==> src/rtl/posit_sign_pipe.sv <==
// rtl/posit_sign_pipe.sv - two-stage posit sign unit (pass/abs/negate/nabs) with NaR/zero classification
// Valid/ready pipeline with full backpressure and a saturating NaR operand counter.
module posit_sign_pipe #(
  parameter int N     = 8,
  parameter int TAG_W = 4,
  parameter int CNT_W = 16
) (
  input  logic             clk,
  input  logic             rst_n,
  input  logic             in_valid,
  output logic             in_ready,
  input  logic [N-1:0]     in_posit,
  input  logic [1:0]       in_mode,
  input  logic [TAG_W-1:0] in_tag,
  output logic             out_valid,
  input  logic             out_ready,
  output logic [N-1:0]     out_result,
  output logic [TAG_W-1:0] out_tag,
  output logic             out_nar,
  output logic             out_zero,
  output logic             out_neg,
  output logic [CNT_W-1:0] nar_count
);

  localparam logic [N-1:0]     NAR     = {1'b1, {(N-1){1'b0}}};
  localparam logic [N-1:0]     ONE_N   = {{(N-1){1'b0}}, 1'b1};
  localparam logic [CNT_W-1:0] ONE_C   = {{(CNT_W-1){1'b0}}, 1'b1};
  localparam logic [CNT_W-1:0] CNT_MAX = {CNT_W{1'b1}};

  logic             s1_valid_q, s1_valid_d;
  logic [N-1:0]     s1_posit_q, s1_posit_d;
  logic [1:0]       s1_mode_q, s1_mode_d;
  logic [TAG_W-1:0] s1_tag_q, s1_tag_d;
  logic             s1_nar_q, s1_nar_d;
  logic             s1_zero_q, s1_zero_d;
  logic             s1_sign_q, s1_sign_d;

  logic             out_valid_q, out_valid_d;
  logic [N-1:0]     out_result_q, out_result_d;
  logic [TAG_W-1:0] out_tag_q, out_tag_d;
  logic             out_nar_q, out_nar_d;
  logic             out_zero_q, out_zero_d;
  logic [CNT_W-1:0] cnt_q, cnt_d;

  logic             s2_ready, s1_ready, in_fire, in_is_nar;
  logic [N-1:0]     neg_x, result;

  assign s2_ready  = !out_valid_q || out_ready;
  assign s1_ready  = !s1_valid_q || s2_ready;
  assign in_ready  = s1_ready;
  assign in_fire   = in_valid && s1_ready;
  assign in_is_nar = (in_posit == NAR);

  assign neg_x = ~s1_posit_q + ONE_N;

  // Special classes are forced so the result never depends on the two's-complement corner.
  always_comb begin
    result = s1_posit_q;
    case (s1_mode_q)
      2'b00:   result = s1_posit_q;
      2'b01:   result = s1_sign_q ? neg_x : s1_posit_q;
      2'b10:   result = neg_x;
      default: result = s1_sign_q ? s1_posit_q : neg_x;
    endcase
    if (s1_nar_q)       result = NAR;
    else if (s1_zero_q) result = '0;
  end

  always_comb begin
    s1_valid_d = s1_valid_q;
    s1_posit_d = s1_posit_q;
    s1_mode_d  = s1_mode_q;
    s1_tag_d   = s1_tag_q;
    s1_nar_d   = s1_nar_q;
    s1_zero_d  = s1_zero_q;
    s1_sign_d  = s1_sign_q;
    if (s1_ready) begin
      s1_valid_d = in_valid;
      if (in_valid) begin
        s1_posit_d = in_posit;
        s1_mode_d  = in_mode;
        s1_tag_d   = in_tag;
        s1_nar_d   = in_is_nar;
        s1_zero_d  = (in_posit == '0);
        s1_sign_d  = in_posit[N-1];
      end
    end
  end

  // Output registers only load on a real transfer so they keep the last result across bubbles.
  always_comb begin
    out_valid_d  = out_valid_q;
    out_result_d = out_result_q;
    out_tag_d    = out_tag_q;
    out_nar_d    = out_nar_q;
    out_zero_d   = out_zero_q;
    if (s2_ready) begin
      out_valid_d = s1_valid_q;
      if (s1_valid_q) begin
        out_result_d = result;
        out_tag_d    = s1_tag_q;
        out_nar_d    = s1_nar_q;
        out_zero_d   = s1_zero_q;
      end
    end
  end

  always_comb begin
    cnt_d = cnt_q;
    if (in_fire && in_is_nar && (cnt_q != CNT_MAX)) cnt_d = cnt_q + ONE_C;
  end

  always_ff @(posedge clk) begin
    if (!rst_n) begin
      s1_valid_q   <= 1'b0;
      s1_posit_q   <= '0;
      s1_mode_q    <= '0;
      s1_tag_q     <= '0;
      s1_nar_q     <= 1'b0;
      s1_zero_q    <= 1'b0;
      s1_sign_q    <= 1'b0;
      out_valid_q  <= 1'b0;
      out_result_q <= '0;
      out_tag_q    <= '0;
      out_nar_q    <= 1'b0;
      out_zero_q   <= 1'b0;
      cnt_q        <= '0;
    end else begin
      s1_valid_q   <= s1_valid_d;
      s1_posit_q   <= s1_posit_d;
      s1_mode_q    <= s1_mode_d;
      s1_tag_q     <= s1_tag_d;
      s1_nar_q     <= s1_nar_d;
      s1_zero_q    <= s1_zero_d;
      s1_sign_q    <= s1_sign_d;
      out_valid_q  <= out_valid_d;
      out_result_q <= out_result_d;
      out_tag_q    <= out_tag_d;
      out_nar_q    <= out_nar_d;
      out_zero_q   <= out_zero_d;
      cnt_q        <= cnt_d;
    end
  end

  assign out_valid  = out_valid_q;
  assign out_result = out_result_q;
  assign out_tag    = out_tag_q;
  assign out_nar    = out_nar_q;
  assign out_zero   = out_zero_q;
  assign out_neg    = out_result_q[N-1];
  assign nar_count  = cnt_q;

endmodule

==> config.mk <==
export PLATFORM = sky130hd
export DESIGN_NAME = posit_sign_pipe
export DESIGN_NICKNAME = d
export VERILOG_FILES = /design/src/rtl/posit_sign_pipe.sv
export SDC_FILE = /design/constraint.sdc
export NUM_CORES = 1
export LEC_CHECK = 0
export ABC_AREA = 1
export ABC_CLOCK_PERIOD_IN_PS = 1910
export CORE_MARGIN = 5
export CORE_UTILIZATION = 55
export DETAILED_ROUTE_END_ITERATION = 10
export DONT_BUFFER_PORTS = 1
export HOLD_SLACK_MARGIN = 0.1
export PLACE_DENSITY = 0.8
export SLEW_MARGIN = 10
export SYNTH_ARGS = -nofsm -noshare
export SYNTH_HDL_FRONTEND = slang
export SYNTH_SLANG_ARGS = --single-unit
==> constraint.sdc <==
create_clock -name clk -period 1.91 [get_ports clk]
set_input_delay 0.191 -clock clk [delete_from_list [all_inputs] [get_ports clk]]
set_output_delay 0.191 -clock clk [all_outputs]
set_load 0.05 [all_outputs]
; Word-level counts from Yosys, hierarchy flattened
; Cells that the tools add are included.
[op_classes]
muxes = 5
add_sub_neg = 2
reduce_logical = 11
n_eq_ne = 4
n_bitwise = 1
[ops]
columns = cell, count
row1 = two-way mux 8 bit, 4
row2 = one-hot mux 8 bit (3 select lines), 1
row3 = "adder 16 x 1 -> 16 bit, second input constant", 1
row4 = "!= test 16 bit, second input constant", 1
row5 = "adder 8 x 1 -> 8 bit, second input constant", 1
row6 = "== test 8 bit, second input constant", 1
row7 = logical NOT 8 bit, 1
row8 = inverter 8 bit, 1
row9 = AND reduction 2 bit, 2
row10 = logical AND 1 bit, 3
row11 = "== test 2 x 1 -> 1 bit, second input constant", 1
row12 = "== test 2 bit, second input constant", 1
row13 = logical NOT 1 bit, 2
row14 = logical NOT 2 bit, 1
row15 = logical OR 1 bit, 2
[totals]
word_cells = 36
output_inout_bits = 33
in_bits = 18
reg_bits = 49

; Longest topological paths before layout
; Gate-level depths: netlist of the first run.
[depth]
depth_word = 6
mapped_depth = 11
ltp_nobuf = 11

; Least setup slack after synthesis of the first run
; Ideal clock, no wire load.
[synth_path]
path_kind = register to register
from = register out_valid_q (netlist: out_valid)
to = register cnt_q[7] (netlist: nar_count[7])
arrival_time_ns = 1.953
period_less_slack_ns = 2.022
stages_incl_launch_ff = 10
t_required_ns = 1.841
path_buffers = 1
slack_ns = -0.112
setup_time_ns = 0.069
cell_sequence = dfxtp_1 > nand3_2 > nand2_2 > inv_2 > nand3_1 > inv_1 > nand2_4 > buf_12 > nand2_1 > a21oi_2
[synth_via]
elab_chain_cells = 6
[synth_rtl]
columns = item, line
row1 = "start, declared", 38  ; logic out_valid_q, out_valid_d;
row2 = "start signal, assigned", 136  ; out_valid_q <= out_valid_d;
row3 = logical NOT 1 bit, 48  ; assign s2_ready = !out_valid_q || out_ready;
row4 = logical OR 1 bit, 48
row5 = logical OR 1 bit, 49  ; assign s1_ready = !s1_valid_q || s2_ready;
row6 = net in_ready, 11  ; output logic in_ready,
row7 = logical AND 1 bit, 51  ; assign in_fire = in_valid && s1_ready;
row8 = logical AND 1 bit (2 in series), 110  ; if (in_fire && in_is_nar && (cnt_q != CNT_MAX)) cnt_d = cnt_q + ONE_C;
row9 = "end signal, assigned", 141  ; cnt_q <= cnt_d;
row10 = "end, declared", 43  ; logic [CNT_W-1:0] cnt_q, cnt_d;
; The timed path passes the listed nets, and every way through them passes these cells.
; A chain may end at the register's enable or synchronous reset.

==> key figures, run 1 <==
Outcome
  – Status: finished, final reports clean

Clock network
  – CTS root buf: clkbuf_8
  – Max clock buf depth: 2
  – Total CTS buffers: 5
  – CTS tree: done
  – CTS HTree Levels: 2
  – Clk sinks: 48
  – Latest clock arrival within the worst-skew pair: 300 ps
  – Worst-path clk slew: 90 ps
  – Setup bufs post-CTS: 0

Yosys
  – Number of synthesized flops with an enable pin: 0
  – Largest area contributor in the netlist: dfxtp_1
  – Count leader, synth: nand2_1
  – Ys async rst share: 0%
  – Top cells by area, synth: dfxtp_1 (40%), nand2_1 (14%), a21oi_1 (7.1%)
  – Post-synthesis cell type count: 28
  – Synthesized net count: 366
  – Post-synthesis cell count: 344
  – Ys Warns: 0
  – Syn avg cell area: 7.01 um2
  – Sequential area share after synthesis: 39.8%
  – Synthesized area: 2410 um2
  – Main synth FF type: dfxtp_1
  – Share of the synthesized area in the top cell type: 39.8%
  – Synth top cells by count: nand2_1 (87), dfxtp_1 (48), nor2_1 (43), a21oi_1 (34), inv_1 (32)
  – Yosys reg bits: 48

Floorplanning
  – Chip height: 76.2 um
  – Initial Util: 56.2%
  – Die area: 5810 um2
  – Num rows: 24
  – Core Region: 4290 um2
  – Die W: 76.2 um
  – Io pins: 51

Detailed routing
  – Initial DRC count: 132
  – ANT nets after route: 0
  – Vias: 2,241
  – Post-DR wirelength/cell: 12.8 um
  – First-pass DRT Iterations: 4
  – DRT Wirelength: 5490 um
  – Drc violations: 0
  – Vias per inst: 5.25

Timing
  – Max frequency: 582 MHz
  – Slew @ Worst Pin: 637 ps
  – Min cycle time layout: 1720 ps
  – Slew Limit Fails: 0
  – Setup TNS: 0 ps
  – Fin crit share: 89.9%
  – Fin Hold WS: 107 ps
  – Setup Skew: 4.20 ps
  – Final hold viol count: 0
  – Slew headroom: 57.5%
  – Final setup fails: 0
  – RSZ-0062 raised after global routing: false

Critical path
  – CP cell instances: dlygate4sd3_1 -> o21ai_0 -> dlygate4sd3_1 -> nor2_1
  – Critical path launch point type: primary input
  – Max incr delay on CP: 910 ps
  – CP max FO: 19
  – Setup crit end: s1_tag_q[1]$_SDFFE_PN0P_
  – Slowest CP cell: dlygate4sd3_1
  – CP arrival: 1960 ps
  – Req. time, crit path: 2150 ps
  – Reg2reg path depth: 8
  – RR Startpoint: nar_count[0]$_SDFFE_PN0P_
  – Kind of end point of the critical path: flip-flop
  – Crit. Startpoint: rst_n
  – Critical path depth: 4
  – Crit path top cell by count: dlygate4sd3_1
  – CP Buf/Inv Count: 2
  – Reg-to-reg endpoint: nar_count[15]$_SDFFE_PN0P_
  – Crit-path leading delay family: buffers and inverters
  – R2R setup slack: 200 ps
  – Crit Path Class: primary input to flip-flop

Power
  – Power Density: 741 nW/um2
  – Maximum vdd ir drop: 0.418 mV
  – Pleak: 0.00116 uW

Place
  – Number of I/O port buffers: 0
  – Final Wtd Congestion: 0.891
  – DP Wirelength: 3840 um

Global route
  – Antenna violations before repair: 0
  – GRT overflow: 0
  – First-pass GRT wire length: 9550 um
  – Vias in the first global route: 2,171
  – Largest net degree at the start of global routing: 28
  – Total track usage: 19.4%

Cells and area
  – Layout area overhead: 17.3%
  – ANT cells: 0
  – Nets: 396
  – Layout cell share with drive strength beyond 1: 14.7%

Min path
  – Hold Crit Class: primary input to flip-flop

Flow run
  – Max_cap viols: 0
## flip-flops by register name, summed over array words and instances (netlist names), 2 cells and up
name and count:
out_tag 4, s1_mode_q 2, s1_posit_q 8, s1_tag_q 4, nar_count 16, out_result 8
## timing repair
item,4_1_cts,5_1_grt
resized for setup,0,1
endpoints found under the setup margin,0,1
hold buffers,12,0
endpoints found under the hold margin,20,0
## metrics by stage
| step | setup WS [ps] | power (uW) | util [%] | cell area [um2] | instances |
|---|---|---|---|---|---|
| finish | 192 | 2090 | 65.9 | 2830 | 427 |
| global route | 38.4 | 2180 | 65.9 | 2830 | 427 |
| CTS | 142 | 2100 | 65.7 | 2820 | 427 |
| detailed placement | 150 | 1330 | 60.3 | 2590 | 407 |
| global placement | 239 | 1330 | 60.3 | 2590 | 407 |
| floorplan | 32.2 | 1290 | - | 2420 | 344 |
## final cells by class
cell class | count | area, um2
Clock buffer | 5 | 68.8
Timing Repair Buffer | 34 | 285
Fill cell | 378 | 1470
Clock inverter | 3 | 46.3
Multi-Input combinational cell | 252 | 1280
Sequential cell | 48 | 963
Inverter | 33 | 124
Tap cell | 52 | 65.1
## layout by cell type (no fill, tap or decap), types with 2 or more instances in the layout
cell type / count
nor2_1: 43
dfxtp_2: 2
dlygate4sd3_1: 12
nand2_2: 5
a21oi_1: 34
ha_1: 4
clkbuf_8: 5
inv_1: 32
buf_4: 22
dfxtp_1: 46
o21ai_0: 29
nand3_1: 12
a21oi_2: 10
xor2_1: 6
nand4_1: 4
xnor2_1: 5
nor3_1: 2
nand2_1: 87
nand3_2: 2
## cells by family (layout without fill, tap and decap cells)
logic type      count (synthesis)  count (layout)  share of synthesized area [%]
buf+inv                        44              75                           7.83
compound gates                 74              74                           17.1
fa+ha+maj                       4               4                           2.07
xor+xnor                       11              11                           3.99
simple gates                  163             163                           29.2
flops                          48              48                           39.8
## power breakdown
group          internal (uW)  switching, uW  total (uW)  leakage (uW)
clock network            395            359         754     0.0000548
logic                   79.8            141         221      0.000708
registers               1040           80.3        1120      0.000393
total                   1510            580        2090       0.00116
## worst min-delay path by stage
stage | startpoint | to | slack (ps) | cells after the start
after detailed placement | rst_n | s1_tag_q[1]$_SDFFE_PN0P_ | 340 | 2
after global placement | rst_n | s1_tag_q[1]$_SDFFE_PN0P_ | 330 | 2
after floorplan | in_tag[0] | s1_tag_q[0]$_SDFFE_PN0P_ | 360 | 2
final | in_posit[7] | s1_posit_q[7]$_SDFFE_PN0P_ | 110 | 2
after CTS | in_mode[1] | s1_mode_q[1]$_SDFFE_PN0P_ | 110 | 2
after global routing | in_posit[7] | s1_posit_q[7]$_SDFFE_PN0P_ | 110 | 2
## metal layers
metal	GRT usage [%]	share of wire [%]	vias to the layer above	wire length, um
met1	21.7	41	1003	2270
met4	7.52	2.7	0	150
li1	-	-	1162	-
met3	6.38	6.8	16	371
met2	34.0	49	60	2700
met5	0	0	-	0
## worst reg2reg max path, cell delays in order, from the launching register on
cell	delay, ps
dfxtp_2	330
ha_1	240
nand3_2	130
nor3_4	70
inv_1	60
nor2_1	40
nor2_2	490
nand2_1	150
a21oi_2	140
No activity file was read; power rests on OpenSTA's default activity.
==> inputs of run 2 (changes only) <==
--- a/config.mk
+++ b/config.mk
@@ -6,13 +6,15 @@
 export NUM_CORES = 1
 export LEC_CHECK = 0
 export ABC_AREA = 1
-export ABC_CLOCK_PERIOD_IN_PS = 1910
+export ABC_CLOCK_PERIOD_IN_PS = 1600
+export CORE_ASPECT_RATIO = 1.2
 export CORE_MARGIN = 5
 export CORE_UTILIZATION = 55
 export DETAILED_ROUTE_END_ITERATION = 10
 export DONT_BUFFER_PORTS = 1
 export HOLD_SLACK_MARGIN = 0.1
 export PLACE_DENSITY = 0.8
+export REMOVE_ABC_BUFFERS = 1
 export SLEW_MARGIN = 10
 export SYNTH_ARGS = -nofsm -noshare
 export SYNTH_HDL_FRONTEND = slang
==> constraint.sdc (replaced) <==
create_clock -name clk -period 1.6 [get_ports clk]
set_input_delay 0.16 -clock clk [delete_from_list [all_inputs] [get_ports clk]]
set_output_delay 0.16 -clock clk [all_outputs]
set_load 0.05 [all_outputs]
==> key figures, run 2 (synthesis results as in run 1) <==
Place
  – Final Wtd Congestion: 0.850
  – Number of I/O port buffers: 0
  – DP Wirelength: 4290 um

Clock network
  – Worst-path clk slew: 100 ps
  – CTS root buf: clkbuf_8
  – Max clock buf depth: 2
  – Total CTS buffers: 5
  – Latest clock arrival within the worst-skew pair: 310 ps
  – Clk sinks: 48
  – CTS HTree Levels: 2
  – CTS tree: done

Critical path
  – CP arrival: 1760 ps
  – Crit Path Class: flip-flop to flip-flop
  – Critical path launch point type: flip-flop
  – Reg-to-reg endpoint: out_result[7]$_SDFFE_PN0P_
  – CP max FO: 3
  – RR Startpoint: s1_posit_q[3]$_SDFFE_PN0P_
  – R2R setup slack: 50 ps
  – Reg2reg path depth: 8
  – Req. time, crit path: 1810 ps
  – Kind of end point of the critical path: flip-flop

Global route
  – First-pass GRT wire length: 10,200 um
  – GRT met2 Usage: 41.3%
  – M3 GR Usage: 6.30%
  – GRT overflow: 0
  – Total track usage: 22.1%
  – Largest net degree at the start of global routing: 28
  – GRT Max-Usage Layer: met2
  – Vias in the first global route: 2,296
  – M1 GR Usage: 23.4%
  – Antenna violations before repair: 0

Detailed routing
  – ANT nets after route: 0
  – DRT Wirelength: 6400 um
  – Initial DRC count: 158
  – Drc violations: 0
  – Vias: 2,404
  – Vias per inst: 5.25
  – Post-DR wirelength/cell: 14.0 um
  – First-pass DRT Iterations: 4

Timing
  – Final hold viol count: 0
  – Max frequency: 644 MHz
  – Slew Limit Fails: 0
  – Fin crit share: 97.0%
  – Min cycle time layout: 1550 ps
  – Slew headroom: 64.4%
  – Final setup fails: 0
  – Setup Skew: 6.67 ps
  – Slew @ Worst Pin: 532 ps
  – Fin Hold WS: 97.6 ps

Cells and area
  – Layout cell share with drive strength beyond 1: 24.1%
  – Commonest cells after routing, fill and taps aside: nand2_1 (86), dfxtp_1 (44), buf_4 (42)
  – Fill cell count: 320
  – Layout area overhead: 31.3%
  – Nets: 423
  – Most common cell after layout, fill and taps aside: nand2_1
  – Largest register FFs: 16
  – ANT cells: 0

Power
  – Part of the power in registers: 50.3%
  – Pleak: 0.00131 uW
  – Logic pwr share: 14.6%
  – Switching Share: 28.4%
  – Maximum vdd ir drop: 0.535 mV
  – Power Density: 820 nW/um2
  – Clk pwr share: 35.1%
  – Internal: 1860 uW
  – PnR Total Power: 2600 uW
  – P_sw: 738 uW

Min path
  – Hold Crit Class: primary input to flip-flop
  – Hold wc startpoint: in_posit[0]
  – Hold depth: 2
  – Worst Hold Path EP: s1_posit_q[0]$_SDFFE_PN0P_

Floorplanning
  – Chip height: 82.5 um
  – Num rows: 26
  – Initial Util: 56.6%
  – Core Region: 4260 um2
  – Die W: 70.5 um
  – Die area: 5820 um2
  – Io pins: 51

Outcome
  – Status: finished, final reports clean

Flow run
  – Max_cap viols: 0
## run 2: worst max-delay path: stages, from the launching register on
cell and delay (ps):
dfxtp_4 370, nor2_4 100, inv_2 60, nor4_4 240
ha_1 290, nor2_2 100, o221ai_2 90, a21oi_1 150
nor2_1 50
## run 2: power by group through the flow
stage | combinational [uW] | sequential, uW | clock [uW]
floorplan | 161 | 1370 | 0
global placement | 288 | 1330 | 0
detailed placement | 299 | 1330 | 0
CTS | 351 | 1300 | 916
global route | 412 | 1310 | 965
finish | 379 | 1310 | 911
## run 2: layer usage
layer	up-vias	wire length [um]
li1	1222	-
met1	1101	2380
met2	70	3510
met3	11	398
met4	0	112
met5	-	0
## run 2: worst max-delay path by stage
stage,endpoint,depth (start not counted),start
floorplan,nar_count[7]$_SDFFE_PN0P_,8,out_valid$_SDFFE_PN0P_
global placement,out_result[7]$_SDFFE_PN0P_,8,s1_posit_q[3]$_SDFFE_PN0P_
detailed placement,out_result[7]$_SDFFE_PN0P_,8,s1_posit_q[2]$_SDFFE_PN0P_
CTS,out_result[7]$_SDFFE_PN0P_,8,s1_posit_q[0]$_SDFFE_PN0P_
global route,out_result[7]$_SDFFE_PN0P_,8,s1_posit_q[3]$_SDFFE_PN0P_
finish,out_result[7]$_SDFFE_PN0P_,8,s1_posit_q[3]$_SDFFE_PN0P_
## run 2: what timing repair did
| item | 4_1_cts | 5_1_grt |
|---|---|---|
| setup buffers | 1 | 4 |
| resized for setup | 5 | 30 |
| hold buffers | 15 | 0 |
| gates cloned | 0 | 1 |
| setup endpoints to repair | 1 | 18 |
| pin swaps | 1 | 9 |
| hold endpoints to repair | 21 | 0 |
## run 2: layout make-up
class                           instances  area [um2]  share of cell area (%)
Clock buffer                            5        68.8                    2.17
Clock inverter                          3        46.3                    1.46
Inverter                               33         124                    3.91
Multi-Input combinational cell        253        1380                    43.6
Sequential cell                        48         968                    30.6
Tap cell                               56        70.1                    2.21
Timing Repair Buffer                   60         508                    16.0
## run 2: stage by stage
step	setup TNS, ps	setup slack [ps]	cell area [um2]	utilization [%]	cells
floorplan	-12400	-568	2350	-	333
global placement	-14.0	-14.0	2740	64.2	430
detailed placement	-109	-109	2740	64.2	430
CTS	0	3.03	3040	71.3	454
global route	-66.0	-48.9	3170	74.3	458
finish	0	47.6	3170	74.3	458
==> inputs of run 3 (changes only) <==
--- a/config.mk
+++ b/config.mk
@@ -9,11 +9,11 @@
 export ABC_CLOCK_PERIOD_IN_PS = 1600
 export CORE_ASPECT_RATIO = 1.2
 export CORE_MARGIN = 5
-export CORE_UTILIZATION = 55
+export CORE_UTILIZATION = 40
 export DETAILED_ROUTE_END_ITERATION = 10
 export DONT_BUFFER_PORTS = 1
 export HOLD_SLACK_MARGIN = 0.1
-export PLACE_DENSITY = 0.8
+export PLACE_DENSITY = 0.64
 export REMOVE_ABC_BUFFERS = 1
 export SLEW_MARGIN = 10
 export SYNTH_ARGS = -nofsm -noshare
==> key figures, run 3 (synthesis results as in run 1) <==
Cells and area
  – Layout area overhead: 35.2%
  – Largest register FFs: 16
  – Multi-input gate area: 1380 um2
  – Most common cell after layout, fill and taps aside: nand2_1
  – ANT cells: 0
  – Final non-filler cell total: 491
  – Commonest cells after routing, fill and taps aside: nand2_1 (82), buf_4 (52), dfxtp_1 (44)
  – Layout cell share with drive strength beyond 1: 25.7%
  – Nets: 430
  – Fill cell count: 572
  – Sequential Area: 966 um2

Power
  – Pleak: 0.00136 uW
  – Maximum vdd ir drop: 0.470 mV
  – Power Density: 816 nW/um2
  – PnR Total Power: 2660 uW

Clock network
  – Clk sinks: 48
  – Latest clock arrival within the worst-skew pair: 300 ps
  – Max clock buf depth: 2
  – CTS tree: done
  – Worst-path clk slew: 90 ps
  – CTS HTree Levels: 2
  – Total CTS buffers: 5
  – CTS root buf: clkbuf_8

Critical path
  – Kind of end point of the critical path: flip-flop
  – Max incr delay on CP: 370 ps
  – Crit-path leading delay family: simple AND/OR/NAND/NOR gates
  – Slowest CP cell: dfxtp_2
  – CP arrival: 1730 ps
  – Req. time, crit path: 1770 ps
  – Crit Path Class: flip-flop to flip-flop
  – CP max FO: 15
  – CP cell instances: ha_4 -> nand3_4 -> nor3_4 -> inv_1 -> nor2_2 -> nor2_4 -> buf_12 -> nand2_1 -> a21oi_2
  – Critical path launch point type: flip-flop
  – CP Buf/Inv Count: 2

Global route
  – Vias in the first global route: 2,339
  – Largest net degree at the start of global routing: 30
  – Total track usage: 16.3%
  – First-pass GRT wire length: 10,000 um
  – Antenna violations before repair: 0
  – GRT overflow: 0

Timing
  – Slew @ Worst Pin: 581 ps
  – Final setup fails: 0
  – Min cycle time layout: 1550 ps
  – Max frequency: 644 MHz
  – Fin crit share: 97.0%
  – RSZ-0062 raised after global routing: true
  – Final hold viol count: 0
  – Setup Skew: 8.55 ps
  – Slew headroom: 61.1%
  – Fin Hold WS: 136 ps
  – Final worst slack: 47.7 ps
  – Slew Limit Fails: 0

Floorplanning
  – Core Region: 5930 um2
  – Die area: 7690 um2
  – Die W: 80.9 um
  – Initial Util: 40.6%
  – Io pins: 51
  – Num rows: 31
  – Chip height: 95.1 um

Place
  – Final Wtd Congestion: 0.891
  – Number of I/O port buffers: 0
  – Placement Setup Slack: -68.6 ps
  – DP Wirelength: 4310 um
  – Placed cells: 461

Min path
  – Hold Crit Class: primary input to flip-flop

Outcome
  – Status: finished, final reports clean

Detailed routing
  – DRT Wirelength: 6040 um
  – ANT nets after route: 0
  – First-pass DRT Iterations: 4
  – Vias: 2,375
  – Drc violations: 0
  – Vias per inst: 4.84
  – Post-DR wirelength/cell: 12.3 um
  – Initial DRC count: 80

Flow run
  – Max_cap viols: 0
[run 3: routing by layer]
| layer | share of wire [%] | up-vias | track usage [%] |
|---|---|---|---|
| met2 | 51 | 48 | 30.3 |
| met3 | 5.9 | 7 | 4.63 |
| met5 | 0 | - | 0 |
| li1 | - | 1229 | - |
| met1 | 41 | 1091 | 18.0 |
| met4 | 1.2 | 0 | 4.23 |
[run 3: layout make-up]
| cell class | instances | share of cell area (%) |
|---|---|---|
| flip-flops and latches | 48 | 29.6 |
| clock buffers | 7 | 2.95 |
| repair buffers | 68 | 17.2 |
| inverters | 33 | 3.80 |
| clock inverters | 1 | 0.921 |
| well taps | 82 | 3.15 |
| multi-input cells | 252 | 42.4 |
[run 3: report_power, final]
group	internal, uW	switching [uW]
logic	168	238
registers	1240	56.4
clock network	552	403
[run 3: timing repair]
item	in CTS	in global routing
endpoints found under the setup margin	1	17
hold buffers	15	0
endpoints found under the hold margin	21	0
buffers inserted	6	4
gates resized for setup	7	24
pin swaps	6	11
[run 3: path summary, 6_finish.rpt]
check                                  start                         end  slack (ps)  cells after the start
setup reg to reg   nar_count[0]$_SDFFE_PN0P_  nar_count[11]$_SDFFE_PN0P_          50                      9
hold reg to reg   s1_posit_q[0]$_SDFFE_PN0P_  out_result[0]$_SDFFE_PN0P_         470                      2
hold / removal                   in_posit[4]  s1_posit_q[4]$_SDFFE_PN0P_         140                      2
setup / recovery   nar_count[0]$_SDFFE_PN0P_  nar_count[11]$_SDFFE_PN0P_          50                      9
[run 3: worst register-to-register path, cell delays in order, from the launching register on]
cell,delay [ps]
dfxtp_2,370
ha_4,160
nand3_4,90
nor3_4,270
inv_1,90
nor2_2,130
nor2_4,60
buf_12,150
nand2_1,80
a21oi_2,50
[run 3: metrics by stage]
stage	utilization [%]	setup TNS (ps)	cell area [um2]
after CTS	53.1	-33.8	3150
after global routing	55.0	-385	3260
final	55.0	0	3260
after detailed placement	47.1	-68.6	2800
after floorplan	-	-12400	2350
after global placement	47.1	-42.1	2800
